**config.mk**
```make
export PLATFORM = sky130hd
export DESIGN_NAME = exu_alu_pipe_ctl
export DESIGN_NICKNAME = d
export VERILOG_FILES = /design/src/rtl/exu_alu_pipe_ctl.sv
export SDC_FILE = /design/constraint.sdc
export NUM_CORES = 1
export LEC_CHECK = 0
export CORE_MARGIN = 1
export CORE_UTILIZATION = 35
export DETAILED_ROUTE_END_ITERATION = 7
export DONT_BUFFER_PORTS = 1
export PLACE_DENSITY = 0.54
export SLEW_MARGIN = 25
export SYNTH_ARGS = -nofsm -noshare
export SYNTH_HDL_FRONTEND = slang
export SYNTH_SLANG_ARGS = --single-unit
```
**constraint.sdc**
```tcl
create_clock -name clk -period 6.85 [get_ports clk]
set_input_delay 1.37 -clock clk [delete_from_list [all_inputs] [get_ports clk]]
set_output_delay 1.37 -clock clk [all_outputs]
set_load 0.02 [all_outputs]
```
**src/rtl/exu_alu_pipe_ctl.sv**
```systemverilog
// Pipelined integer ALU for the EXU: valid/ready op intake, E1 branch/jump resolution, tagged
// results after PIPE_STAGES cycles. Define EXU_ALU_ZBB_EN to add CLZ/CTZ/CPOP (ops 24-26).
module exu_alu_pipe_ctl #(
  parameter int unsigned XLEN        = 32,
  parameter int unsigned PIPE_STAGES = 2,
  parameter int unsigned TAG_W       = 4
) (
  input  logic             clk,
  input  logic             rst_l,
  input  logic             scan_mode,
  input  logic             in_valid,
  output logic             in_ready,
  input  logic [4:0]       in_op,
  input  logic [TAG_W-1:0] in_tag,
  input  logic [XLEN-1:0]  in_a,
  input  logic [XLEN-1:0]  in_b,
  input  logic [XLEN-2:0]  in_pc,
  input  logic [11:0]      in_brimm,
  input  logic             in_pc4,
  input  logic             in_pred_t,
  input  logic             flush,
  input  logic             freeze,
  input  logic             out_ready,
  output logic             out_valid,
  output logic [XLEN-1:0]  out_data,
  output logic [TAG_W-1:0] out_tag,
  output logic             flush_upper,
  output logic [XLEN-2:0]  flush_path,
  output logic             pred_correct
);
  localparam int unsigned ShW  = $clog2(XLEN);
  localparam int unsigned CntW = ShW + 1;
  localparam int unsigned PcW  = XLEN - 1;

  typedef enum logic [4:0] {
    OpAdd  = 5'd0,  OpSub  = 5'd1,  OpAnd  = 5'd2,  OpOr   = 5'd3,  OpXor  = 5'd4,
    OpSll  = 5'd5,  OpSrl  = 5'd6,  OpSra  = 5'd7,  OpSlt  = 5'd8,  OpSltu = 5'd9,
    OpMin  = 5'd10, OpMinu = 5'd11, OpMax  = 5'd12, OpMaxu = 5'd13,
    OpBeq  = 5'd16, OpBne  = 5'd17, OpBlt  = 5'd18, OpBge  = 5'd19, OpBltu = 5'd20,
    OpBgeu = 5'd21, OpJal  = 5'd22, OpJalr = 5'd23, OpClz  = 5'd24, OpCtz  = 5'd25,
    OpCpop = 5'd26
  } op_e;

  // E1 operand/control registers
  op_e              e1_op_q;
  logic [TAG_W-1:0] e1_tag_q;
  logic [XLEN-1:0]  e1_a_q, e1_b_q;
  logic [PcW-1:0]   e1_pc_q;
  logic [11:0]      e1_brimm_q;
  logic             e1_pc4_q, e1_pred_q;

  logic [PIPE_STAGES-1:0] v_q, v_d;
  logic                   stall, accept;

  logic [XLEN-1:0]  alu_res, sum;
  logic [ShW-1:0]   shamt;
  logic             lt_s, lt_u;
  logic [PcW-1:0]   link_h, target_h, path;
  logic             is_br, is_jmp, taken, mispredict, redirect;

  logic [XLEN-1:0]  res_s [PIPE_STAGES];
  logic [TAG_W-1:0] tag_s [PIPE_STAGES];

  // Handshake and stall control
  assign out_valid    = v_q[PIPE_STAGES-1];
  assign stall        = freeze | (out_valid & ~out_ready);
  assign flush_upper  = v_q[0] & redirect & ~flush & ~stall;
  assign pred_correct = v_q[0] & is_br & ~mispredict & ~flush & ~stall;
  assign flush_path   = flush_upper ? path : '0;
  assign in_ready     = ~stall & ~flush_upper & ~flush;
  assign accept       = in_valid & in_ready;

  always_comb begin
    v_d = v_q;
    if (flush) begin
      v_d = '0;
    end else if (!stall) begin
      v_d[0] = accept;
      for (int k = 1; k < PIPE_STAGES; k++) begin
        v_d[k] = v_q[k-1];
      end
    end
  end

  always_ff @(posedge clk or negedge rst_l) begin
    if (!rst_l) begin
      v_q <= '0;
    end else begin
      v_q <= v_d;
    end
  end

  // scan_mode holds data-flop enables open, as an ICG test enable would
  always_ff @(posedge clk or negedge rst_l) begin
    if (!rst_l) begin
      e1_op_q    <= OpAdd;
      e1_tag_q   <= '0;
      e1_a_q     <= '0;
      e1_b_q     <= '0;
      e1_pc_q    <= '0;
      e1_brimm_q <= '0;
      e1_pc4_q   <= 1'b0;
      e1_pred_q  <= 1'b0;
    end else if (accept | scan_mode) begin
      e1_op_q    <= op_e'(in_op);
      e1_tag_q   <= in_tag;
      e1_a_q     <= in_a;
      e1_b_q     <= in_b;
      e1_pc_q    <= in_pc;
      e1_brimm_q <= in_brimm;
      e1_pc4_q   <= in_pc4;
      e1_pred_q  <= in_pred_t;
    end
  end

`ifdef EXU_ALU_ZBB_EN
  logic [CntW-1:0] clz, ctz, cpop;
  always_comb begin
    clz  = CntW'(XLEN);
    ctz  = CntW'(XLEN);
    cpop = '0;
    for (int i = 0; i < XLEN; i++) begin
      if (e1_a_q[i]) begin
        clz  = CntW'(XLEN - 1 - i);
        cpop = cpop + CntW'(1);
      end
    end
    for (int i = XLEN - 1; i >= 0; i--) begin
      if (e1_a_q[i]) ctz = CntW'(i);
    end
  end
`endif

  assign sum   = e1_a_q + e1_b_q;
  assign shamt = e1_b_q[ShW-1:0];
  assign lt_s  = $signed(e1_a_q) < $signed(e1_b_q);
  assign lt_u  = e1_a_q < e1_b_q;

  always_comb begin
    alu_res = '0;
    case (e1_op_q)
      OpAdd:         alu_res = sum;
      OpSub:         alu_res = e1_a_q - e1_b_q;
      OpAnd:         alu_res = e1_a_q & e1_b_q;
      OpOr:          alu_res = e1_a_q | e1_b_q;
      OpXor:         alu_res = e1_a_q ^ e1_b_q;
      OpSll:         alu_res = e1_a_q << shamt;
      OpSrl:         alu_res = e1_a_q >> shamt;
      OpSra:         alu_res = $unsigned($signed(e1_a_q) >>> shamt);
      OpSlt:         alu_res = {{(XLEN-1){1'b0}}, lt_s};
      OpSltu:        alu_res = {{(XLEN-1){1'b0}}, lt_u};
      OpMin:         alu_res = lt_s ? e1_a_q : e1_b_q;
      OpMinu:        alu_res = lt_u ? e1_a_q : e1_b_q;
      OpMax:         alu_res = lt_s ? e1_b_q : e1_a_q;
      OpMaxu:        alu_res = lt_u ? e1_b_q : e1_a_q;
      OpJal, OpJalr: alu_res = {link_h, 1'b0};
`ifdef EXU_ALU_ZBB_EN
      OpClz:         alu_res = {{(XLEN-CntW){1'b0}}, clz};
      OpCtz:         alu_res = {{(XLEN-CntW){1'b0}}, ctz};
      OpCpop:        alu_res = {{(XLEN-CntW){1'b0}}, cpop};
`endif
      default:       alu_res = '0;
    endcase
  end

  // Branch resolution works on halfword addresses, so bit 0 is never carried
  always_comb begin
    link_h   = e1_pc_q + (e1_pc4_q ? PcW'(2) : PcW'(1));
    target_h = e1_pc_q + {{(PcW-12){e1_brimm_q[11]}}, e1_brimm_q};
    is_br    = 1'b0;
    taken    = 1'b0;
    case (e1_op_q)
      OpBeq:   begin is_br = 1'b1; taken = (e1_a_q == e1_b_q); end
      OpBne:   begin is_br = 1'b1; taken = (e1_a_q != e1_b_q); end
      OpBlt:   begin is_br = 1'b1; taken = lt_s;               end
      OpBge:   begin is_br = 1'b1; taken = ~lt_s;              end
      OpBltu:  begin is_br = 1'b1; taken = lt_u;               end
      OpBgeu:  begin is_br = 1'b1; taken = ~lt_u;              end
      default: ;
    endcase
    is_jmp     = (e1_op_q == OpJal) | (e1_op_q == OpJalr);
    mispredict = is_br & (taken ^ e1_pred_q);
    redirect   = is_jmp | mispredict;
    path       = is_jmp ? sum[XLEN-1:1] : (taken ? target_h : link_h);
  end

  // Result stages: stage 0 is the combinational E1 result, later stages are flopped
  assign res_s[0] = alu_res;
  assign tag_s[0] = e1_tag_q;

  for (genvar k = 1; k < PIPE_STAGES; k++) begin : g_stage
    logic [XLEN-1:0]  res_q;
    logic [TAG_W-1:0] tag_q;
    always_ff @(posedge clk or negedge rst_l) begin
      if (!rst_l) begin
        res_q <= '0;
        tag_q <= '0;
      end else if ((~stall & v_q[k-1]) | scan_mode) begin
        res_q <= res_s[k-1];
        tag_q <= tag_s[k-1];
      end
    end
    assign res_s[k] = res_q;
    assign tag_s[k] = tag_q;
  end

  assign out_data = res_s[PIPE_STAGES-1];
  assign out_tag  = tag_s[PIPE_STAGES-1];

endmodule

```
## Word level (Yosys, flattened, before mapping)

Cells that the tools add are included.
W data, S select, Z words.

- Register bits: 156
- Input bits: 125

- $add $sub $neg: 4
- Reductions and logical operators: 3
- Bitwise logic cells: 29
- Shift operators: 3
- Eq/ne operators: 24
- Mux-type cells: 13
- Magnitude comparators: 2

Operators by type and width:

| cell | count |
|---|---|
| $pmux W32 S15 | 1 |
| $mux W32 | 4 |
| $mux W31 | 3 |
| $lt A32 B32 Y1 | 2 |
| $eq A5 B5 Y1 const B | 8 |
| $add A32 B32 Y32 | 1 |
| $and A32 B32 Y32 | 1 |
| $eq A32 B32 Y1 | 1 |
| $ne A32 B32 Y1 | 1 |
| $or A32 B32 Y32 | 1 |
| $shl A32 B5 Y32 | 1 |
| $shr A32 B5 Y32 | 1 |
| $sshr A32 B5 Y32 | 1 |
| $sub A32 B32 Y32 | 1 |
| $xor A32 B32 Y32 | 1 |
| $add A31 B2 Y31 | 1 |
| $add A31 B31 Y31 | 1 |
| $eq A5 B4 Y1 const B | 6 |
| $eq A5 B3 Y1 const B | 4 |
| $and A1 B1 Y1 | 13 |
| $eq A5 B2 Y1 const B | 2 |
| $not A1 Y1 | 7 |
| $mux W2 | 3 |
| $pmux W1 S6 | 1 |
| 8 further kinds | 12 |

## Depth between registers and ports, before layout

Gate-level depths: netlist of the first run.

- Depth after elaboration: 15
- Depth in mapped cells: 19

## Least setup slack after synthesis of the first run

Ideal clock, no wire load.

- Path kind: register to output
- From: reg e1_b_q[2]
- To: out flush_path[30]
- Slack: 0.343 ns
- Path buffers: 4
- Data required time: 5.480 ns
- Arrival: 5.137 ns
- Cell stages (with the launch flop): 17
- Cell sequence: dfrtp_1 > clkbuf_1 > inv_2 > buf_1 > clkbuf_1 > ha_1 > buf_4 > nor3b_1 > or3_1 > a211o_1 > a221oi_4 > o2111ai_1 > and3_4 > or4_1 > o211a_2 > a21o_1 > a2111oi_0

- Longest elaborated chain between the ends: 10

Ends and longest elaborated chain:

| item | RTL line | text |
|---|---|---|
| from (decl) | 47 | `logic [XLEN-1:0] e1_a_q, e1_b_q;` |
| from (signal assigned) | 108 | `e1_b_q <= in_b;` |
| $lt A32 B32 Y1 (on tied branches) | 137, 136 |  |
| $not A1 Y1 (on tied branches) | 178, 176 |  |
| $pmux W1 S6 | 172 | `case (e1_op_q)` |
| $xor A1 B1 Y1 | 182 | `mispredict = is_br & (taken ^ e1_pred_q);` |
| $and A1 B1 Y1 | 182 |  |
| $or A1 B1 Y1 | 183 | `redirect = is_jmp \| mispredict;` |
| $and A1 B1 Y1 (3 in a row) | 67 | `assign flush_upper = v_q[0] & redirect & ~flush & ~stall;` |
| $mux W31 * | 69 | `assign flush_path = flush_upper ? path : '0;` |
| to (decl) | 28 | `output logic [XLEN-2:0] flush_path,` |

Every way passes the cells marked *; elsewhere a longest branch is shown, timed or not.

## Worst setup path in the final report of the first run

- From: reg e1_a_q[0]
- To: out flush_path[12]

- Longest elaborated chain between the ends: 10

Ends and longest elaborated chain:

| item | RTL line | text |
|---|---|---|
| from (decl) | 47 |  |
| from (signal assigned) | 107 | `e1_a_q <= in_a;` |
| $lt A32 B32 Y1 (on tied branches) | 137, 136 |  |
| $not A1 Y1 (on tied branches) | 178, 176 |  |
| $pmux W1 S6 | 172 |  |
| $xor A1 B1 Y1 | 182 |  |
| $and A1 B1 Y1 | 182 |  |
| $or A1 B1 Y1 | 183 |  |
| $and A1 B1 Y1 (3 in a row) | 67 |  |
| $mux W31 * | 69 |  |

Marks and branches as above.

==> summary.md, run 1 <==
| Metric | Value |
|---|---|
| Setup TNS | `0 ns` |
| Largest delay contributor family on the critical path | `compound AO/OA/AOI/OAI gates` |
| CTS buffer count | `17` |
| First-pass iteration count of the detailed router | `6` |
| Top post-synthesis cells by count | `nor2_1, nand2_1, dfrtp_1, a21oi_1, clkbuf_1` |
| GP Congestion | `1.00` |
| Die Span Y | `232 um` |
| GR Overflow Total | `0` |
| CP arrival | `5.21 ns` |
| EDFF count, synth | `0` |
| Max Cap Viol | `0` |
| Crit path from | `e1_a_q[0]` |
| Share of the synthesized area in the top cell type | `about a fifth` |
| Status | `completed` |
| Dpl hpwl | `64600 um` |
| Sequential share of the synthesized area | `about a fifth` |
| I/O Buffers | `0` |
| Reg2reg start | `e1_a_q[10]` |
| Final setup fails | `0` |
| Startpoint Class | `flop` |
| Share of flip-flops with an asynchronous set or reset | `between 90% and 100%` |
| Clk_skew | `0.0208 ns` |
| Reg2reg path depth | `12` |
| Crit. End Element | `output port` |
| H-tree levels | `4` |
| ANT nets after route | `0` |
| Slew Viols, Final | `0` |
| First-pass GRT wire length | `124000 um` |
| Hold Startpoint | `e1_brimm_q[2]` |
| Slowest cell on the critical path | `or4_1` |
| Initial antenna violation count | `8` |
| Core area | `0.0517 mm2` |
| Relative slew slack | `23.1%` |
| Util after Layout | `between 30% and 40%` |
| RR Endpoint | `out_data[22]` |
| Min cycle time layout | `6.58 ns` |
| Starting DRT DRC Count | `1867` |
| Mapped Avg Cell Area | `8.39 um2` |
| Final period util | `a little over nine tenths` |
| Register area | `0.00391 mm2` |
| Post-CTS Setup Bufs | `0` |
| Critical path endpoint | `flush_path[12]` |
| Vias/cell | `around 6.4` |
| R2r setup slk | `roughly 1.2 ns` |
| Residual DRC count | `0` |
| RSZ-0062 raised after global routing | `false` |
| Syn Inst Count | `2202` |
| Most common cell in the netlist | `nor2_1` |
| Clk buf depth | `2` |
| Area contributors post-synth | `dfrtp_1, ha_1, mux4_2` |
| Leak | `8.26 nW` |
| Worst path depth | `16` |
| CP bufs+invs | `4` |
| Final Hold Viols | `0` |
| Area of the multi-input gates | `approximately 0.013 mm2` |
| Vias in the first global route | `17900` |
| Crit-path cells | `inv_1, ha_1, inv_1, fa_1, nor3b_1, or3_1, a211o_4, a221oi_4, o2111ai_1, and3_4, or4_1, o211a_2, a21o_2, buf_4, a211oi_1, buf_4` |
| Cell Area, Synth | `approximately 0.018 mm2` |
| Clock latency on the worst-skew pair | `a little over 0.5 ns` |
| Synth Flop Type | `dfrtp_1` |
| VDD IR max | `0.168 mV` |
| Netlist cell types | `between 80 and 90` |
| Clock transition at the registers of the reported paths | `0.07 ns` |
| CTS tree | `done` |
| Max stage delay on crit path | `~0.47 ns` |
| NumNets Final | `2409` |
| Top cell type by total area after synthesis | `dfrtp_1` |
| FMAX | `0.152 GHz` |
| Hold_buf cts | `0` |
| Syn Nets | `~2500` |
| Die Wd | `between 200 and 250 um` |
| Total global routing track utilization | `a little under a third` |
| Fillers | `approximately 5400` |
| Yosys warnings | `0` |
| Wire length per cell | `around 30 um` |
| Synthesis-to-finish area growth | `8.66%` |
| Power per Cell Area | `260 mW/mm2` |
| Die area | `approximately 0.054 mm2` |
| Routed vias | `~18000` |
| Cts repair resizes | `0` |
| Worst setup path class | `flop to output port` |
| Hold WC Path Type | `flop to flop` |
| Worst EP required | `5.48 ns` |
| Num rows | `83` |
| Layout cells sized above 1 | `17.2%` |
| Pin count of the biggest net entering global routing | `157` |
| Worst Max-Slew Pin Slew | `1.15 ns` |
| Final wirelength | `84200 um` |
| FF+latch count, synth | `between 150 and 200` |
| CP Max Fanout | `18` |
| Starting Density | `about 36%` |
| I/O Pins | `196` |
| CTS sink cnt | `156` |
| CTS Root Cell | `clkbuf_16` |
## cell usage in the layout (no fill, tap or decap), types with 9 or more instances in the layout
master | synthesis | routed
a211oi_1 | 49 | 48
a21o_1 | 37 | 36
a21oi_1 | 151 | 150
a221o_1 | 20 | 20
a221oi_1 | 47 | 47
a22oi_1 | 16 | 16
a31o_2 | 9 | 9
a31oi_1 | 21 | 20
and3_1 | 15 | 15
buf_4 | 10 | 100
clkbuf_16 | 0 | 17
dfrtp_1 | 156 | 152
ha_1 | 129 | 129
inv_1 | 102 | 102
mux2_2 | 114 | 114
mux2_4 | 20 | 20
mux2i_1 | 63 | 63
mux4_2 | 61 | 61
nand2_1 | 174 | 173
nand2b_1 | 15 | 15
nand3_1 | 43 | 43
nand4_1 | 12 | 12
nor2_1 | 222 | 221
nor2b_1 | 19 | 19
nor3_1 | 57 | 57
nor4_1 | 11 | 10
o2111ai_1 | 9 | 9
o211ai_1 | 22 | 22
o21ai_0 | 125 | 125
o21bai_1 | 13 | 13
o221ai_1 | 17 | 17
o22ai_1 | 14 | 14
o31ai_1 | 13 | 13
or2_2 | 9 | 9
or3_1 | 14 | 14
xnor2_1 | 83 | 83
xor2_1 | 27 | 27
## flip-flops by register name, indices dropped and copies added, names as in the netlist
signal and cells:
e1_b_q 32, v_q 2, out_data 32, e1_op_q 5, e1_pc_q 31, e1_tag_q 4
e1_brimm_q 12, out_tag 4, e1_pred_q 1, e1_a_q 32, e1_pc4_q 1
## how the worst min path moves through the flow
| stage | slack (ns) | end | depth (start not counted) |
|---|---|---|---|
| floorplan | 0.48 | e1_tag_q[3] | 1 |
| global placement | 0.49 | out_tag[3] | 1 |
| detailed placement | 0.50 | e1_tag_q[1] | 1 |
| global route | 0.53 | out_data[12] | 0 |
| CTS | 0.51 | e1_pc_q[25] | 0 |
| finish | 0.52 | e1_brimm_q[2] | 1 |
## power by group
group / switching [W] / internal [W] / total (W)
registers: 0.000230 / 0.00105 / 0.00128
logic: 0.00185 / 0.00110 / 0.00295
clock network: 0.000472 / 0.000523 / 0.000995
total: 0.00255 / 0.00267 / 0.00522
## per-layer routing
layer	vias to the layer above	track usage, %	share of wire (%)
li1	8070	-	-
met1	9101	42.1	42
met2	939	49.0	45
met3	169	7.28	8.7
met4	12	11.5	3.8
met5	-	0	0.093
## logic make-up (layout without fill, tap and decap cells)
logic type | Yosys count | count (layout) | share of synthesized area (%)
xor+xnor | 110 | 110 | 5.22
fa+ha+maj | 133 | 133 | 9.17
mux | 258 | 258 | 19.4
simple gates | 623 | 623 | 15.3
flops | 156 | 156 | 21.1
buf+inv | 281 | 243 | 6.20
other cells | 0 | 2 | 0
compound gates | 641 | 641 | 23.5
## layout make-up
class / count / share of cell area [%]
tap: 680 / 4.24
clock buffer: 18 / 2.19
multi-input combinational: 1765 / 67.2
antenna: 2 / 0.0249
inverter: 108 / 2.02
timing repair buffer: 103 / 4.04
clock inverter: 14 / 0.754
sequential: 156 / 19.5
## metrics by stage
step | cell area, um2 | instances | total power (W) | hold slack, ns | setup WS [ns]
final | 20100 | 2846 | 0.00522 | 0.517 | 0.269
after global routing | 20100 | 2845 | 0.00548 | 0.533 | 0.0274
after global placement | 19400 | 2812 | 0.00415 | 0.485 | 0.842
after floorplan | 18500 | 2202 | 0.00320 | 0.477 | 0.343
after CTS | 20000 | 2844 | 0.00517 | 0.514 | 0.113
after detailed placement | 19400 | 2812 | 0.00414 | 0.499 | 0.714
Note: power is estimated with default switching activity, not from simulation.
==> run 2, diff against run 1 <==
--- a/config.mk
+++ b/config.mk
@@ -7,9 +7,10 @@
 export LEC_CHECK = 0
 export CORE_MARGIN = 1
 export CORE_UTILIZATION = 35
+export CTS_BUF_LIST = sky130_fd_sc_hd__clkbuf_16
 export DETAILED_ROUTE_END_ITERATION = 7
 export DONT_BUFFER_PORTS = 1
-export PLACE_DENSITY = 0.54
+export PLACE_DENSITY = 0.56
 export SLEW_MARGIN = 25
 export SYNTH_ARGS = -nofsm -noshare
 export SYNTH_HDL_FRONTEND = slang
==> constraint.sdc (replaced) <==
create_clock -name clk -period 5.49 [get_ports clk]
set_input_delay 1.098 -clock clk [delete_from_list [all_inputs] [get_ports clk]]
set_output_delay 1.098 -clock clk [all_outputs]
set_load 0.02 [all_outputs]
==> run 2 against run 1 <==
Against the previous run: critical endpoint is now flush_path[4]; sequential cell count stayed put; non-clock buffer count is 108 higher; register-to-register slack worse by 0.77 ns; utilization is 3.2 points higher; cell count is 3.8% higher; via count is 3.0% higher; the flow now finishes with violations (setup timing); sequential power is 22% higher.
==> summary.md, run 2 (synthesis results as in run 1) <==
| Metric | Value |
|---|---|
| Status | `complete, but fails checks` |
| Violated checks | `setup timing` |
| I/O Buffers | `0 (unchanged)` |
| Total global routing track utilization | `33.0% (+1.6 points)` |
| Logic pwr share | `58.7% (+2.2 points)` |
| Die area | `0.0537 mm2 (unchanged)` |
| Slew Viols, Final | `0 (unchanged)` |
| Switching share of power | `47.4% (-1.4 points)` |
| Worst Max-Slew Pin Slew | `1.13 ns (-0.0252 ns)` |
| Top cell by count, worst path | `inv_2` |
| Worst setup path class | `flop to output port` |
| CP bufs+invs | `4 (unchanged)` |
| GP Congestion | `0.990 (-1.3%)` |
| Routed vias | `18800 (+3.0%)` |
| Final wirelength | `90000 um (+6.9%)` |
| Clock power share | `19.1% (about the same)` |
| H-tree levels | `4 (unchanged)` |
| Util after Layout | `42.0% (+3.2 points)` |
| Pint | `0.00370 W (+38%)` |
| Die Wd | `232 um (unchanged)` |
| Hold_buf cts | `0 (unchanged)` |
| Vias in the first global route | `18200 (+1.9%)` |
| Final Hold Viols | `0 (unchanged)` |
| Dpl hpwl | `69800 um (+8.0%)` |
| Starting DRT DRC Count | `2072 (+11%)` |
| Residual DRC count | `0 (unchanged)` |
| Num rows | `83 (unchanged)` |
| Most common cell after layout, fill and taps aside | `nor2_1` |
| CTS tree | `done` |
| First-pass GRT wire length | `128000 um (+3.6%)` |
| Power per Cell Area | `323 mW/mm2 (+24%)` |
| Net Sw Power | `0.00333 W (+31%)` |
| Min cycle time layout | `5.72 ns` |
| I/O Pins | `196 (unchanged)` |
| First-pass iteration count of the detailed router | `6 (unchanged)` |
| Worst EP required | `4.39 ns (-1.09 ns)` |
| CTS Root Cell | `clkbuf_16` |
| Max Cap Viol | `0 (unchanged)` |
| RSZ-0062 raised after global routing | `true` |
| Starting Density | `35.7% (unchanged)` |
| CP arrival | `4.62 ns (-0.59 ns)` |
| Final period util | `104%` |
| Wire length per cell | `30.5 um (+3.0%)` |
| Final instance area | `0.0217 mm2 (+8.2%)` |
| NumNets Final | `2517 (+4.5%)` |
| Clock transition at the registers of the reported paths | `0.07 ns (about the same)` |
| Startpoint Class | `flop` |
| Core area | `0.0517 mm2 (unchanged)` |
| Hold WC Path Type | `input port to async pin` |
| Layout cells sized above 1 | `23.6% (+6.4 points)` |
| FMAX | `0.175 GHz` |
| GR Overflow Total | `0 (unchanged)` |
| Pin count of the biggest net entering global routing | `157 (unchanged)` |
| Final Power | `0.00703 W (+35%)` |
| Clock latency on the worst-skew pair | `0.51 ns (about the same)` |
| Clk buf depth | `2 (unchanged)` |
| CP Max Fanout | `24 (+6)` |
| Crit-path cells | `inv_2, ha_4, inv_2, fa_2, nor3b_4, or3_4, a211o_4, a221oi_4, o2111ai_2, and3_4, or4_4, o211a_4, a21o_4, buf_16, a211oi_4, buf_12` |
| Largest delay contributor family on the critical path | `compound AO/OA/AOI/OAI gates` |
| Placed cell area | `0.0205 mm2 (+5.6%)` |
| Relative slew slack | `25.0% (+1.9 points)` |
| Die Span Y | `232 um (unchanged)` |
| CTS sink cnt | `156 (unchanged)` |
| Synthesis-to-finish area growth | `17.6%` |
| Pre-CTS setup slack | `-0.0132 ns (-0.727 ns)` |
| CTS buffer count | `17 (unchanged)` |
| Most frequent cells in the layout | `nor2_1, buf_4, nand2_1, dfrtp_1, a21oi_1` |
| Vias/cell | `6.38 (-0.81%)` |
| VDD IR max | `0.262 mV (+56%)` |
| Max stage delay on crit path | `0.48 ns (about the same)` |
| Slowest cell on the critical path | `or4_4` |
| Flop pwr share | `22.2% (-2.3 points)` |
| Final setup fails | `32 (+32)` |
| Initial antenna violation count | `5 (-3)` |
| ANT nets after route | `0 (unchanged)` |
| Final WS setup | `-0.226 ns (-0.495 ns)` |
| Leak | `8.92 nW (+7.9%)` |
| Clk_skew | `0.0259 ns (+0.00508 ns)` |
| Crit. End Element | `output port` |
run 2: changes by cell type in the layout (fill, tap and decap cells not counted), moves of 5 or more:
cell / previous run / this run
a211oi_1: 48 / 24
a211oi_2: 1 / 6
a211oi_4: 0 / 19
buf_4: 100 / 174
buf_6: 0 / 26
inv_6: 6 / 1
mux2i_1: 63 / 56
run 2: worst paths after layout:
kind	from	to	slack, ns	cells after the start
worst min register to register	e1_tag_q[3]	e1_tag_q[3]	0.51	1
worst min-delay path	rst_l	e1_a_q[7]	0.31	0
max in group asynchronous	rst_l	e1_pc_q[28]	4.89	0
worst max-delay path	e1_a_q[0]	flush_path[4]	-0.23	16
worst max register to register	e1_b_q[0]	out_data[15]	0.43	11
min in group clk	e1_tag_q[3]	e1_tag_q[3]	0.51	1
run 2: through the flow:
stage	TNS (ns)	instances	hold WS, ns
6_report	-5.33	2954	0.308
5_1_grt	-8.76	2951	0.276
4_1_cts	-5.79	2948	0.253
3_5_place_dp	-0.0261	2909	0.495
3_3_place_gp	0	2909	0.487
2_1_floorplan	-0.0457	2202	0.477
run 2: layout make-up:
type                       count  area [um2]
clock buffer                  17         425
timing repair buffer         211        1850
tap                          680         851
fill                        5226       30000
inverter                     108         405
multi-input combinational   1765       14100
clock inverter                14         203
antenna                        3        7.51
sequential                   156        3910
run 2: repair_timing:
item,4_1_cts,5_1_grt
setup buffers,5,5
pin swaps,13,8
endpoints found under the setup margin,34,34
resized for setup,67,24
cloned,3,0
run 2: power groups by stage:
| stage | combinational, W | clock [W] | sequential, W |
|---|---|---|---|
| 6_report | 0.00413 | 0.00134 | 0.00156 |
| 3_5_place_dp | 0.00388 | 0 | 0.00158 |
| 5_1_grt | 0.00435 | 0.00141 | 0.00158 |
| 4_1_cts | 0.00400 | 0.00138 | 0.00156 |
| 3_3_place_gp | 0.00388 | 0 | 0.00157 |
| 2_1_floorplan | 0.00251 | 0 | 0.00152 |
run 2: worst reg2reg max path: stages, from the launching register on:
cell	delay [ns]
dfrtp_4	0.42
buf_4	0.11
buf_4	0.31
buf_4	0.78
mux4_2	0.67
o21ai_0	0.52
mux2_2	0.30
mux2i_1	0.08
a211o_1	0.39
a221o_1	0.30
a221oi_1	0.86
o21ai_0	0.16
run 2: per-layer routing:
layer	up-vias	share of wire, %	global-route usage [%]
met2	975	46	53.3
met1	9400	41	42.8
met3	190	7.4	5.82
li1	8267	-	-
met5	-	0	0
met4	0	5.1	15.2
